## src/rtl/hls_saturation_enhance_mix.sv

```systemverilog
// Saturation enhancement: each channel is pushed away from (or pulled toward) luma
// by a Q1.7 gain, clamped to 8 bits, with a per-frame count of clamped channels.
module hls_saturation_enhance_mix #(
    parameter int unsigned GAIN_FRAC  = 7,
    parameter int unsigned RESET_GAIN = 128
) (
    input  logic        ap_clk,
    input  logic        ap_rst,
    input  logic [23:0] s_axis_tdata,
    input  logic        s_axis_tvalid,
    output logic        s_axis_tready,
    input  logic        s_axis_tuser,
    input  logic        s_axis_tlast,
    output logic [23:0] m_axis_tdata,
    output logic        m_axis_tvalid,
    input  logic        m_axis_tready,
    output logic        m_axis_tuser,
    output logic        m_axis_tlast,
    input  logic [7:0]  gain,
    input  logic        bypass,
    output logic [15:0] clip_count
);

    localparam logic [16:0] ROUND = 17'(1) << (GAIN_FRAC - 1);

    logic en;

    // Sideband per stage: {user, last, bypass}
    logic            s1_vld_q, s2_vld_q, s3_vld_q, s4_vld_q;
    logic [2:0]      s1_sb_q, s2_sb_q, s3_sb_q;
    logic [2:0][7:0] s1_pix_q, s2_pix_q, s3_pix_q;
    logic [7:0]      s1_y_q, s2_y_q, s3_y_q;
    logic [7:0]      s1_gain_q, s2_gain_q;
    logic [2:0][7:0] s2_mag_q;
    logic [2:0]      s2_neg_q, s3_neg_q;
    logic [2:0][15:0] s3_prod_q;
    logic [2:0][7:0] s4_data_q;
    logic [1:0]      s4_clips_q;
    logic            s4_user_q, s4_last_q;

    logic [7:0]  gain_act_q, gain_act_d;
    logic [15:0] clip_acc_q, clip_acc_d;
    logic [15:0] clip_count_q, clip_count_d;

    logic [7:0]       y_d, gain_d;
    logic [8:0]       diff;
    logic [2:0][7:0]  mag_d;
    logic [2:0]       neg_d;
    logic [2:0][15:0] prod_d;
    logic [16:0]      off;
    logic [17:0]      r;
    logic             lo, hi;
    logic [2:0][7:0]  data_d;
    logic [1:0]       clips_d;
    logic [16:0]      acc_sum;

    assign en            = !s4_vld_q || m_axis_tready;
    assign s_axis_tready = en;
    assign m_axis_tvalid = s4_vld_q;
    assign m_axis_tdata  = s4_data_q;
    assign m_axis_tuser  = s4_user_q;
    assign m_axis_tlast  = s4_last_q;
    assign clip_count    = clip_count_q;

    // S1: luma, and the gain this beat will use (an SOF beat uses its own gain)
    always_comb begin
        y_d = 8'((16'd77 * 16'(s_axis_tdata[23:16]) + 16'd150 * 16'(s_axis_tdata[15:8])
                 + 16'd29 * 16'(s_axis_tdata[7:0]) + 16'd128) >> 8);
        gain_d     = s_axis_tuser ? gain : gain_act_q;
        gain_act_d = (s_axis_tvalid && en && s_axis_tuser) ? gain : gain_act_q;
    end

    // S2: signed difference to luma as sign + magnitude
    always_comb begin
        diff  = '0;
        mag_d = '0;
        neg_d = '0;
        for (int unsigned i = 0; i < 3; i++) begin
            diff           = {1'b0, s1_pix_q[i[1:0]]} - {1'b0, s1_y_q};
            neg_d[i[1:0]]  = diff[8];
            mag_d[i[1:0]]  = diff[8] ? 8'(-diff) : diff[7:0];
        end
    end

    // S3: magnitude times gain
    always_comb begin
        prod_d = '0;
        for (int unsigned i = 0; i < 3; i++)
            prod_d[i[1:0]] = 16'(s2_mag_q[i[1:0]]) * 16'(s2_gain_q);
    end

    // S4: rounded offset applied to luma, clamp; r is wide enough that bit 17 is the sign
    always_comb begin
        off     = '0;
        r       = '0;
        lo      = 1'b0;
        hi      = 1'b0;
        data_d  = '0;
        clips_d = '0;
        for (int unsigned i = 0; i < 3; i++) begin
            off = (17'(s3_prod_q[i[1:0]]) + ROUND) >> GAIN_FRAC;
            r   = s3_neg_q[i[1:0]] ? 18'(s3_y_q) - 18'(off) : 18'(s3_y_q) + 18'(off);
            lo  = r[17];
            hi  = !r[17] && (r[16:8] != '0);
            data_d[i[1:0]] = lo ? 8'd0 : (hi ? 8'd255 : r[7:0]);
            clips_d = clips_d + {1'b0, lo || hi};
        end
        if (s3_sb_q[0]) begin
            data_d  = s3_pix_q;
            clips_d = '0;
        end
    end

    // Clip accounting on accepted output beats; an SOF beat publishes the previous frame
    always_comb begin
        acc_sum      = 17'(clip_acc_q) + 17'(s4_clips_q);
        clip_acc_d   = clip_acc_q;
        clip_count_d = clip_count_q;
        if (s4_vld_q && m_axis_tready) begin
            if (s4_user_q) begin
                clip_count_d = clip_acc_q;
                clip_acc_d   = 16'(s4_clips_q);
            end else begin
                clip_acc_d = acc_sum[16] ? '1 : acc_sum[15:0];
            end
        end
    end

    always_ff @(posedge ap_clk) begin
        if (ap_rst) begin
            s1_vld_q <= 1'b0; s2_vld_q <= 1'b0; s3_vld_q <= 1'b0; s4_vld_q <= 1'b0;
            s1_sb_q  <= '0;   s2_sb_q  <= '0;   s3_sb_q  <= '0;
            s1_pix_q <= '0;   s2_pix_q <= '0;   s3_pix_q <= '0;
            s1_y_q   <= '0;   s2_y_q   <= '0;   s3_y_q   <= '0;
            s1_gain_q <= '0;  s2_gain_q <= '0;
            s2_mag_q <= '0;   s2_neg_q <= '0;   s3_neg_q <= '0;
            s3_prod_q <= '0;
            s4_data_q <= '0;  s4_clips_q <= '0; s4_user_q <= 1'b0; s4_last_q <= 1'b0;
            gain_act_q   <= 8'(RESET_GAIN);
            clip_acc_q   <= '0;
            clip_count_q <= '0;
        end else begin
            gain_act_q   <= gain_act_d;
            clip_acc_q   <= clip_acc_d;
            clip_count_q <= clip_count_d;
            if (en) begin
                s1_vld_q  <= s_axis_tvalid;
                s1_sb_q   <= {s_axis_tuser, s_axis_tlast, bypass};
                s1_pix_q  <= s_axis_tdata;
                s1_y_q    <= y_d;
                s1_gain_q <= gain_d;

                s2_vld_q  <= s1_vld_q;
                s2_sb_q   <= s1_sb_q;
                s2_pix_q  <= s1_pix_q;
                s2_y_q    <= s1_y_q;
                s2_gain_q <= s1_gain_q;
                s2_mag_q  <= mag_d;
                s2_neg_q  <= neg_d;

                s3_vld_q  <= s2_vld_q;
                s3_sb_q   <= s2_sb_q;
                s3_pix_q  <= s2_pix_q;
                s3_y_q    <= s2_y_q;
                s3_neg_q  <= s2_neg_q;
                s3_prod_q <= prod_d;

                s4_vld_q   <= s3_vld_q;
                s4_user_q  <= s3_sb_q[2];
                s4_last_q  <= s3_sb_q[1];
                s4_data_q  <= data_d;
                s4_clips_q <= clips_d;
            end
        end
    end

endmodule

```

## config.mk

```make
export PLATFORM = sky130hd
export DESIGN_NAME = hls_saturation_enhance_mix
export DESIGN_NICKNAME = d
export VERILOG_FILES = /design/src/rtl/hls_saturation_enhance_mix.sv
export SDC_FILE = /design/constraint.sdc
export NUM_CORES = 1
export LEC_CHECK = 0
export ABC_AREA = 1
export CAP_MARGIN = 20
export CELL_PAD_IN_SITES_DETAIL_PLACEMENT = 1
export CELL_PAD_IN_SITES_GLOBAL_PLACEMENT = 1
export CORE_ASPECT_RATIO = 1.1
export CORE_MARGIN = 4
export CORE_UTILIZATION = 43
export CTS_BUF_LIST = sky130_fd_sc_hd__clkbuf_2 sky130_fd_sc_hd__clkbuf_4 sky130_fd_sc_hd__clkbuf_8
export CTS_CLUSTER_DIAMETER = 200
export CTS_CLUSTER_SIZE = 40
export DETAILED_ROUTE_END_ITERATION = 8
export GPL_ROUTABILITY_DRIVEN = 0
export PLACE_DENSITY_LB_ADDON = 0.1
export SLEW_MARGIN = 20
export SYNTH_ARGS = -nofsm -noshare
export SYNTH_HDL_FRONTEND = slang
export SYNTH_SLANG_ARGS = --single-unit
export TNS_END_PERCENT = 10
```

## constraint.sdc

```tcl
create_clock -name ap_clk -period 7.6 [get_ports ap_clk]
set_clock_uncertainty 0.1 [all_clocks]
set_input_delay 1.14 -clock ap_clk [delete_from_list [all_inputs] [get_ports ap_clk]]
set_output_delay 1.14 -clock ap_clk [all_outputs]
set_load 0.03 [all_outputs]
```

; ---- Yosys cells after proc, flatten, opt, wreduce, memory -nomap -nowiden
; Cells that the tools add are included.
[op_classes]
addsub = 21
n_mul = 6
div = 0
n_lt_le_gt_ge = 0
eq_ne = 0
n_shift = 0
muxes = 17
bitwise_logic = 0
n_reduce_logical = 18
[ops]
columns = cell, n
row1 = two-way mux 8 bit, 10
row2 = two-way mux 18 bit, 3
row3 = adder 16 x 7 -> 17 bit (second input constant), 3
row4 = multiplier 8 x 8 -> 16 bit, 3
row5 = adder 8 x 10 -> 11 bit, 3
row6 = subtractor 8 x 10 -> 11 bit, 3
row7 = two-way mux 16 bit, 2
row8 = multiplier 7 x 8 -> 15 bit (first input constant), 2
row9 = nonzero test 9 bit, 3
row10 = subtractor 8 x 8 -> 9 bit, 3
row11 = two-way mux 24 bit, 1
row12 = negation 8 bit, 3
row13 = adder 16 x 2 -> 17 bit, 1
row14 = adder 15 x 16 -> 16 bit, 1
row15 = adder 16 x 13 -> 16 bit, 1
row16 = adder 16 x 8 -> 16 bit (second input constant), 1
row17 = multiplier 5 x 8 -> 13 bit (first input constant), 1
row18 = logical AND 1 bit, 6
row19 = zero test 1 bit, 4
row20 = logical OR 1 bit, 4
row21 = adder 1 x 1 -> 2 bit, 1
row22 = adder 2 x 1 -> 2 bit, 1
row23 = two-way mux 2 bit, 1
row24 = AND reduction 2 bit, 1
[totals]
regBits = 271
latch_bits = 0
mem_bits_rw = 0
mem_bits_ro = 0
in_bits = 39
output_inout_bits = 44
word_cells = 100
n_memories = 0

; ---- Depth between registers and ports, before layout
; Gate-level depths: netlist of run 1.
[depth]
ltp_word = 9
ltp_mapped = 28
ltp_nobuf = 28

; ---- Worst setup path before layout of run 1
; Ideal clock, no wire load.
[synth_path]
kind = input to register
start = input s_axis_tdata[11]
end = register s1_y_q[7]
setup_ps = 70
arrival_time_ps = 6775
required_time_ps = 7430
setup_slack_ps = 656
cell_stages = 24
n_path_buf = 0
cell_sequence = ha_1 -> ha_1 -> ha_1 -> inv_1 -> fa_1 -> inv_1 -> ha_1 -> a21oi_1 -> o21ai_0 -> xor2_1 -> fa_1 -> inv_1 -> fa_1 -> fa_1 -> fa_1 -> inv_1 -> ha_1 -> ha_1 -> a21oi_1 -> o21ai_0 -> a211oi_1 -> nand2_1 -> or2_0 -> a21oi_1
[synth_between]
elab_chain_cells = 4
[synth_rtl]
columns = element, line
row1 = from (decl), 9  ; input logic [23:0] s_axis_tdata,
row2 = multiplier 7 x 8 -> 15 bit, 67  ; y_d = 8'((16'd77 * 16'(s_axis_tdata[23:16]) + 16'd150 * 16'(s_axis_tdata[15:8])
row3 = adder 15 x 16 -> 16 bit, 67
row4 = adder 16 x 13 -> 16 bit, 68  ; + 16'd29 * 16'(s_axis_tdata[7:0]) + 16'd128) >> 8);
row5 = adder 16 x 8 -> 16 bit, 68
row6 = to (signal assigned), 150  ; s1_y_q <= y_d;
row7 = to (decl), 32  ; logic [7:0] s1_y_q, s2_y_q, s3_y_q;
; Every way passes these cells.
; A chain may end at the register's enable or synchronous reset.

; ---- Final worst setup path of run 1
; Ends and elaborated chain as after synthesis.

==> results.ini, run 1 <==
[placed_design]
dpl.hpwl_um=55280
dp_cells=4049
portBuffers=82
placed_area_um2=25420

[sta]
post-route-period-util_pct=94.39
setup_tns_ps=0
rsz0062_at_grt=false
worst_slew_pin_slew_ps=1012
finalHoldViolations=0
slew_violations=0
setup_viol=0
fmax_mhz=139.4
maxSlewHeadroom_pct=32.54
min_period_ps=7174

[critical_path]
path_class=input port to flip-flop
worst_ep_required_time_ps=8020
cpMostUsedCell=ha_1
startpoint_type=input port
path_buf_inv=5
crit_slowest_cell=fa_1
reg2reg_depth=16
cp_top_family=adder cells
cp_max_fo=3
cp-endpoint=s1_y_q[7]$_SDFFE_PP0N_
r2r_end=s3_prod_q[9]$_SDFFE_PP0N_
path_depth=25
cp_slowest_stage_delay_ps=520
arrival_ps=7600
cp-end-kind=flip-flop
crit_path_start=s_axis_tdata[11]
timing.rr.start=s2_gain_q[5]$_SDFFE_PP0N_
r2r_slack_ps=2730

[global_route]
grt_pass1_wl_um=114200
grt_overflow=0
grt_pass1_vias=22558
grt_antenna_before_repair=0
grt_usage_pct=22.99
grt_max_degree=115

[hold_path]
hold_class=flip-flop to flip-flop

[power]
leakage_nw=13.95
pwr-share-clk_pct=7.2
irDropWorstVdd_v=0.0004349
power_switching_mw=4.151
total_power_mw=7.990
comb_power_share_pct=69.5
power_density_nw_per_um2=312.1
switching_share_pct=51.96
seqPwrFrac_pct=23.3
p_int_mw=3.839

[flow_run]
cap_viol_max_count=0

[layout]
fin_cells=4061
final_nets=3812
stdcell_area_um2=25600
fillers=7049
layout-drive-gt1-share_pct=3.789
mostFrequentLayoutCells=637 x nand2_1, 636 x inv_1, 286 x o21ai_0
area_growth_pct=6.523
num_antenna_cells=0
multi_input_area_um2=15950
regArea_um2=5065
final_common_cell=nand2_1

[synthesis]
synth_enable_flop_cells=0
syn_nets=3831
synth_cells=3344
ys_ff_latch=253
ys_warn_count=0
synth_flop_cell=dfxtp_1
postSynthAreaPerCell_um2=7.187
syn_area_um2=24030
synthArstFlopShare_pct=0
synth_cell_types=53
ys_seq_area_share_pct=21.07

[detailed_routing]
wirelength_um=68890
drc=0
dr.pass1.iters=4
initialDrtViolationCount=839
num_vias=21010
postRouteAntennaNets=0
avgRoutedWirePerCell_um=16.96
vias_per_cell=5.174

[floorplanning]
dieArea_um2=59740
initial_utilization_pct=43.64
core-area_um2=55070
fp.dieW_um=233.4
io-pin-count=83
row_count=90
die_h_um=256.0

[clocking]
hold_buffers=0
clkSinkCount=253
cts_max_path_buffers=3
cts_resized=0
numCtsBuffers=10
h-tree-depth=1
cts_tree=yes
clock_latency_ps=600
clk_pin_slew_ps=250
cts_root_buf=clkbuf_8
postCtsSetupBuffers=0

[run_status]
status=completed

worst min-delay path by stage:
stage	from	end	slack, ps	cells past startpoint
global route	s3_vld_q$_SDFFE_PP0N_	s3_vld_q$_SDFFE_PP0N_	400	2
detailed placement	s3_vld_q$_SDFFE_PP0N_	s3_vld_q$_SDFFE_PP0N_	350	2
global placement	gain_act_q[0]$_SDFFE_PP0P_	gain_act_q[0]$_SDFFE_PP0P_	340	2
floorplan	gain_act_q[7]$_SDFFE_PP1P_	gain_act_q[7]$_SDFFE_PP1P_	330	2
CTS	s3_vld_q$_SDFFE_PP0N_	s3_vld_q$_SDFFE_PP0N_	370	2
finish	s3_vld_q$_SDFFE_PP0N_	s3_vld_q$_SDFFE_PP0N_	380	2
logic make-up after synthesis:
family	synth area share [%]
AO/OA/AOI/OAI	14.54
XOR/XNOR	3.353
adder cells (fa/ha/maj)	28.67
buffers and inverters	12.58
flip-flops	21.07
multiplexers	0.1666
AND/OR/NAND/NOR	19.62
metrics by stage:
| step | hold slack, ps | util (%) | setup slack [ps] |
|---|---|---|---|
| 2_1_floorplan | 329.2 | - | 655.6 |
| 6_report | 375.8 | 46.49 | 426.1 |
| 5_1_grt | 405.0 | 46.49 | 28.21 |
| 4_1_cts | 374.4 | 46.49 | 406.4 |
| 3_5_place_dp | 348.0 | 46.16 | -195.1 |
| 3_3_place_gp | 338.8 | 46.16 | -28.64 |
power groups by stage:
stage          registers [mW]  logic (mW)  clock network (mW)
3_3_place_gp             1.88        5.31                   0
3_5_place_dp             1.89        5.55                   0
2_1_floorplan            1.76        4.05                   0
4_1_cts                  1.86        5.60               0.601
6_report                 1.86        5.56               0.575
5_1_grt                  1.89        6.41               0.639
worst min-delay path, delay by kind of cell (launching register included):
family | cells | cell delay (ps)
AO/OA/AOI/OAI | 1 | 50
flip-flops | 1 | 360
buffers and inverters | 1 | 60
Yosys cell counts (15+ instances only):
master	n	share of area [%]
o211ai_1	21	0.66
nor2_1	278	4.3
o21ai_0	286	6.0
a31oi_1	15	0.39
clkbuf_1	116	1.8
nand3_1	109	2.3
nand4_1	27	0.70
a21oi_2	22	0.80
dfxtp_1	253	21
a21oi_1	214	4.5
ha_1	277	14
xnor2_1	26	0.95
nor3_1	24	0.50
inv_1	637	9.9
xor2_1	66	2.4
fa_1	171	14
nand2_1	637	9.9
area by class of cell:
class                   count  area share (%)
well taps                 736           3.597
inverters                 648           9.550
multi-input cells        2301           62.30
repair buffers            111           4.057
clock inverters             1          0.1173
clock buffers              11          0.5914
flip-flops and latches    253           19.78
sequential cells by signal, summed over array words and instances, names as in the netlist, 3 cells and up:
| register | count |
|---|---|
| s2_gain_q | 8 |
| s3_sb_q | 3 |
| s1_gain_q | 8 |
| s3_y_q | 8 |
| clip_count | 16 |
| s3_pix_q | 24 |
| s2_pix_q | 24 |
| s1_y_q | 8 |
| gain_act_q | 8 |
| clip_acc_q | 16 |
| m_axis_tdata | 24 |
| s1_sb_q | 3 |
| s2_mag_q | 24 |
| s3_prod_q | 30 |
| s3_neg_q | 3 |
| s2_neg_q | 3 |
| s1_pix_q | 24 |
| s2_sb_q | 3 |
| s2_y_q | 8 |
layer usage:
layer / routed length [um] / global-route usage (%) / share of wire [%] / vias up
met3: 1085 / 1.480 / 1.6 / 57
met4: 1374 / 4.820 / 2.0 / 0
met5: 0 / 0 / 0 / -
met2: 35900 / 43.08 / 52 / 168
li1: - / - / - / 10417
met1: 30530 / 28.84 / 44 / 10368
Power figures use the tool's default switching activity.
==> run 2: changes to the inputs <==
--- a/config.mk
+++ b/config.mk
@@ -10,7 +10,7 @@
 export CELL_PAD_IN_SITES_DETAIL_PLACEMENT = 1
 export CELL_PAD_IN_SITES_GLOBAL_PLACEMENT = 1
 export CORE_ASPECT_RATIO = 1.1
-export CORE_MARGIN = 4
+export CORE_MARGIN = 2
 export CORE_UTILIZATION = 43
 export CTS_BUF_LIST = sky130_fd_sc_hd__clkbuf_2 sky130_fd_sc_hd__clkbuf_4 sky130_fd_sc_hd__clkbuf_8
 export CTS_CLUSTER_DIAMETER = 200
@@ -22,4 +22,3 @@
 export SYNTH_ARGS = -nofsm -noshare
 export SYNTH_HDL_FRONTEND = slang
 export SYNTH_SLANG_ARGS = --single-unit
-export TNS_END_PERCENT = 10
==> run 2 against run 1 <==
Final cell count about the same. Largest power group unchanged. Die area down 3.2%. Final area about the same. Clock power up 1%. Global-route usage up 1.1 points. Sequential power about the same. Critical endpoint unchanged. Highest routed layer unchanged. Power up 0.11%. Via count up 0.50%. Largest cell class unchanged.
==> results.ini, run 2 (synthesis gave the netlist of run 1 again) <==
[clocking]
cts_root_buf=clkbuf_8  ; unchanged
postCtsSetupBuffers=0  ; unchanged
clock_latency_ps=590  ; was 600 ps
clkSinkCount=253  ; unchanged
cts_max_path_buffers=3  ; unchanged
hold_buffers=0  ; unchanged
cts_resized=0  ; unchanged
h-tree-depth=1  ; unchanged
cts_tree=yes  ; unchanged
clk_pin_slew_ps=220  ; was 250 ps
numCtsBuffers=10  ; unchanged

[detailed_routing]
dr.pass1.iters=5  ; was 4
postRouteAntennaNets=0  ; unchanged
vias_per_cell=5.198  ; was 5.174
avgRoutedWirePerCell_um=17.13  ; was 16.96 um
initialDrtViolationCount=881  ; was 839
num_vias=21115  ; was 21.01k
wirelength_um=69580  ; was 68890 um
drc=0  ; unchanged

[sta]
min_period_ps=7141  ; was 7174 ps
post-route-period-util_pct=93.96  ; was 94.39%
setup_viol=0  ; unchanged
finalHoldViolations=0  ; unchanged
hold-worst-slack_ps=376.5  ; was 375.8 ps
worst_slew_pin_slew_ps=987.4  ; was 1012 ps
rsz0062_at_grt=false  ; unchanged
maxSlewHeadroom_pct=34.17  ; was 32.54%
setup_tns_ps=0  ; unchanged
fmax_mhz=140.0  ; was 139.4 MHz
slew_violations=0  ; unchanged

[critical_path]
arrival_ps=7580  ; was 7600 ps
cp-end-kind=flip-flop  ; unchanged
crit_slowest_cell=fa_1  ; unchanged
cp_top_family=adder cells  ; unchanged
cp_max_fo=3  ; unchanged
cpMostUsedCell=ha_1  ; unchanged
path_depth=25  ; unchanged
reg2reg_depth=16  ; unchanged
worst_ep_required_time_ps=8040  ; was 8020 ps
startpoint_type=input port  ; unchanged
path_class=input port to flip-flop  ; unchanged
path_buf_inv=5  ; unchanged
cp_slowest_stage_delay_ps=500  ; was 520 ps

[layout]
largest_register_ffs=30  ; unchanged
mostFrequentLayoutCells=637 x nand2_1, 636 x inv_1, 286 x o21ai_0  ; unchanged
area_growth_pct=6.534  ; was 6.523%
multi_input_area_um2=15950  ; unchanged
post-route-util_pct=46.50  ; was 46.49%
final_nets=3812  ; unchanged
largest_register=s3_prod_q  ; unchanged
stdcell_area_um2=25600  ; about the same
fillers=7043  ; was 7049
final_common_cell=nand2_1  ; unchanged
regArea_um2=5065  ; unchanged
layout-drive-gt1-share_pct=3.789  ; unchanged

[global_route]
grt_usage_pct=24.09  ; was 22.99%
grt_antenna_before_repair=0  ; unchanged
grt_pass1_vias=22589  ; was 22.56k
grt_overflow=0  ; unchanged
grt_pass1_wl_um=114100  ; was 114200 um
grt_max_degree=119  ; was 115

[floorplanning]
initial_utilization_pct=43.64  ; unchanged
fp.dieW_um=229.4  ; was 233.4 um
dieArea_um2=57800  ; was 59740 um^2
die_h_um=252.0  ; was 256.0 um
core-area_um2=55070  ; unchanged
row_count=90  ; unchanged
io-pin-count=83  ; unchanged

[placed_design]
placed_area_um2=25420  ; unchanged
dpl.hpwl_um=55590  ; was 55280 um
portBuffers=82  ; unchanged

[run_status]
status=completed  ; unchanged

[power]
irDropWorstVdd_v=0.0004824  ; was 0.0004349 V
total_power_mw=7.999  ; was 7.990 mW
power_density_nw_per_um2=312.4  ; was 312.1 nW/um^2
leakage_nw=13.95  ; unchanged

[hold_path]
hold_class=flip-flop to flip-flop  ; unchanged
hold_depth=2  ; unchanged

[flow_run]
cap_viol_max_count=0  ; unchanged

run 2: layout make-up:
class | count | area share (%)
inverters | 648 | 9.549
clock buffers | 11 | 0.5913
repair buffers | 111 | 4.056
multi-input cells | 2301 | 62.30
diodes | 1 | 0.009774
well taps | 736 | 3.597
clock inverters | 1 | 0.1173
flip-flops and latches | 253 | 19.78
run 2: per-stage QoR:
stage | instances | setup WS, ps
2_1_floorplan | 3344 | 655.6
3_3_place_gp | 4049 | -14.37
3_5_place_dp | 4049 | -184.0
4_1_cts | 4061 | 460.7
5_1_grt | 4061 | 143.8
6_report | 4062 | 458.8
run 2: worst paths after layout:
path / start / endpoint / slack, ps
setup / recovery: s_axis_tdata[11] / s1_y_q[7]$_SDFFE_PP0N_ / 460
hold / removal: gain_act_q[1]$_SDFFE_PP0P_ / gain_act_q[1]$_SDFFE_PP0P_ / 380
setup reg to reg: s2_gain_q[5]$_SDFFE_PP0N_ / s3_prod_q[9]$_SDFFE_PP0N_ / 2720
hold reg to reg: gain_act_q[1]$_SDFFE_PP0P_ / gain_act_q[1]$_SDFFE_PP0P_ / 380
run 2: per-layer routing:
metal	GRT usage, %	wire (um)
met4	6.902	1936
met5	0	0
met3	1.729	1262
met1	29.55	30630
met2	45.00	35750
run 2: worst min-delay path: cells and delay by family (launching register included):
family	cells	cell delay, ps
compound gates	1	60
buf+inv	1	60
flops	1	350
run 2: report_power, final:
| group | switching [mW] | total, mW | leakage (nW) | internal (mW) |
|---|---|---|---|---|
| registers | 0.313 | 1.86 | 2.08 | 1.55 |
| logic | 3.41 | 5.56 | 11.8 | 2.15 |
| clock network | 0.440 | 0.581 | 0.0905 | 0.141 |
==> run 3: changes to the inputs <==
--- a/config.mk
+++ b/config.mk
@@ -10,7 +10,7 @@
 export CELL_PAD_IN_SITES_DETAIL_PLACEMENT = 1
 export CELL_PAD_IN_SITES_GLOBAL_PLACEMENT = 1
 export CORE_ASPECT_RATIO = 1.1
-export CORE_MARGIN = 2
+export CORE_MARGIN = 3
 export CORE_UTILIZATION = 43
 export CTS_BUF_LIST = sky130_fd_sc_hd__clkbuf_2 sky130_fd_sc_hd__clkbuf_4 sky130_fd_sc_hd__clkbuf_8
 export CTS_CLUSTER_DIAMETER = 200
@@ -18,6 +18,7 @@
 export DETAILED_ROUTE_END_ITERATION = 8
 export GPL_ROUTABILITY_DRIVEN = 0
 export PLACE_DENSITY_LB_ADDON = 0.1
+export SKIP_LAST_GASP = 1
 export SLEW_MARGIN = 20
 export SYNTH_ARGS = -nofsm -noshare
 export SYNTH_HDL_FRONTEND = slang
==> run 3 against run 2 <==
Sequential share of layout area hardly changed. Utilization is essentially flat. Final cell count hardly changed. First-iteration DRC count down 2.0%. Die area is 1.7% higher. Critical path depth is the same. Setup slack better by 18 ps. Critical path type unchanged. Largest power group unchanged.
==> results.ini, run 3 (synthesis gave the netlist of run 1 again) <==
[clocking]
h-tree-depth=1  ; unchanged
clk_pin_slew_ps=240  ; was 220 ps
cts_tree=yes  ; unchanged
numCtsBuffers=10  ; unchanged
cts_max_path_buffers=3  ; unchanged
postCtsSetupBuffers=0  ; unchanged
hold_buffers=0  ; unchanged
clkSinkCount=253  ; unchanged
cts_root_buf=clkbuf_8  ; unchanged
clock_latency_ps=600  ; was 590 ps
cts_resized=0  ; unchanged

[critical_path]
path_class=input port to flip-flop  ; unchanged
arrival_ps=7550  ; was 7580 ps
cp_max_fo=3  ; unchanged
startpoint_type=input port  ; unchanged
cp-endpoint=s1_y_q[7]$_SDFFE_PP0N_  ; unchanged
r2r_slack_ps=2720  ; about the same
crit_path_start=s_axis_tdata[11]  ; unchanged
timing.rr.start=s2_gain_q[7]$_SDFFE_PP0N_  ; was s2_gain_q[5]$_SDFFE_PP0N_
r2r_end=s3_prod_q[9]$_SDFFE_PP0N_  ; unchanged
reg2reg_depth=15  ; was 16
cp-end-kind=flip-flop  ; unchanged
worst_ep_required_time_ps=8030  ; was 8040 ps

[sta]
post-route-period-util_pct=93.73  ; was 93.96%
hold-worst-slack_ps=344.2  ; was 376.5 ps
slew_violations=0  ; unchanged
min_period_ps=7124  ; was 7141 ps
rsz0062_at_grt=false  ; unchanged
fmax_mhz=140.4  ; was 140.0 MHz
worst_slew_pin_slew_ps=955.2  ; was 987.4 ps
finalHoldViolations=0  ; unchanged
setup_viol=0  ; unchanged
maxSlewHeadroom_pct=36.08  ; was 34.17%

[global_route]
grt_antenna_before_repair=1  ; was 0
grt_overflow=0  ; unchanged
grt_pass1_vias=22751  ; was 22.59k
grt_usage_pct=23.80  ; was 24.09%
grt_max_degree=135  ; was 119
grt_pass1_wl_um=115300  ; was 114100 um

[detailed_routing]
postRouteAntennaNets=0  ; unchanged
drc=0  ; unchanged
initialDrtViolationCount=863  ; was 881
avgRoutedWirePerCell_um=17.20  ; was 17.13 um
vias_per_cell=5.207  ; was 5.198
dr.pass1.iters=4  ; was 5
wirelength_um=69810  ; was 69580 um
num_vias=21141  ; was 21.12k

[power]
power_density_nw_per_um2=315.2  ; was 312.4 nW/um^2
irDropWorstVdd_v=0.0004726  ; was 0.0004824 V
leakage_nw=13.94  ; was 13.95 nW
total_power_mw=8.068  ; was 7.999 mW

[floorplanning]
row_count=90  ; unchanged
io-pin-count=83  ; unchanged
core-area_um2=55070  ; unchanged
dieArea_um2=58770  ; was 57800 um^2
die_h_um=254.0  ; was 252.0 um
fp.dieW_um=231.4  ; was 229.4 um
initial_utilization_pct=43.64  ; unchanged

[run_status]
status=completed  ; unchanged

[placed_design]
dpl.hpwl_um=55760  ; was 55590 um
dp_cells=4048  ; was 4049
portBuffers=82  ; unchanged

[layout]
final_common_cell=nand2_1  ; unchanged
fillers=7057  ; was 7043
layout-drive-gt1-share_pct=3.821  ; was 3.789%
regArea_um2=5067  ; was 5065 um^2
num_antenna_cells=0  ; was 1
largest_register=s3_prod_q  ; unchanged
fin_cells=4060  ; was 4062
largest_register_ffs=30  ; unchanged
final_nets=3811  ; was 3812
mostFrequentLayoutCells=637 x nand2_1, 636 x inv_1, 286 x o21ai_0  ; unchanged
multi_input_area_um2=15950  ; unchanged
area_growth_pct=6.503  ; was 6.534%

[flow_run]
cap_viol_max_count=0  ; unchanged

[hold_path]
hold_class=flip-flop to flip-flop  ; unchanged

-- run 3: worst min path at each step --
stage / endpoint / slack, ps / from / depth (start not counted)
after CTS: m_axis_tvalid$_SDFFE_PP0N_ / 350 / s3_vld_q$_SDFFE_PP0N_ / 2
after floorplan: gain_act_q[7]$_SDFFE_PP1P_ / 330 / gain_act_q[7]$_SDFFE_PP1P_ / 2
after detailed placement: gain_act_q[4]$_SDFFE_PP0P_ / 350 / gain_act_q[4]$_SDFFE_PP0P_ / 2
after global placement: gain_act_q[3]$_SDFFE_PP0P_ / 340 / gain_act_q[3]$_SDFFE_PP0P_ / 2
after global routing: m_axis_tvalid$_SDFFE_PP0N_ / 360 / s3_vld_q$_SDFFE_PP0N_ / 2
final: m_axis_tvalid$_SDFFE_PP0N_ / 340 / s3_vld_q$_SDFFE_PP0N_ / 2
-- run 3: worst max-delay path, cell delays in order --
cell	delay [ps]
clkdlybuf4s50_1	430
ha_1	300
ha_1	280
ha_1	280
inv_1	50
fa_1	480
inv_1	50
ha_1	300
a21oi_1	190
o21ai_0	130
xor2_1	190
fa_1	510
inv_1	50
fa_1	480
fa_1	500
fa_1	490
inv_1	40
ha_1	280
ha_1	300
a21oi_1	240
o21ai_0	150
a211oi_1	240
nand2_1	110
or2_0	220
a21oi_1	130
-- run 3: final cells by class --
cell class | instances | area share [%]
multi-input combinational | 2301 | 62.32
sequential | 253 | 19.80
inverter | 648 | 9.552
timing repair buffer | 110 | 4.028
tap | 736 | 3.598
clock buffer | 11 | 0.5915
clock inverter | 1 | 0.1173
-- run 3: through the flow --
step | TNS, ps | instance area, um^2 | setup WS, ps | utilization (%)
after floorplan | 0 | 24030 | 655.6 | -
after global placement | -20.63 | 25410 | -20.63 | 46.15
after detailed placement | -165.9 | 25410 | -118.3 | 46.15
after CTS | 0 | 25590 | 483.1 | 46.48
after global routing | 0 | 25600 | 9.949 | 46.48
final | 0 | 25600 | 476.4 | 46.48
-- run 3: where the power goes --
group	switching [mW]	internal, mW
combinational	3.46	2.16
sequential	0.315	1.55
clock	0.437	0.141
total	4.22	3.85
-- run 3: metal layers --
metal	GRT usage (%)	vias up	routed length, um	part of all wire [%]
met5	0	-	13	0.019
met4	5.880	2	1724	2.5
met3	1.682	92	1176	1.7
met2	45.18	207	36300	52
met1	29.12	10420	30600	44
li1	-	10420	-	-
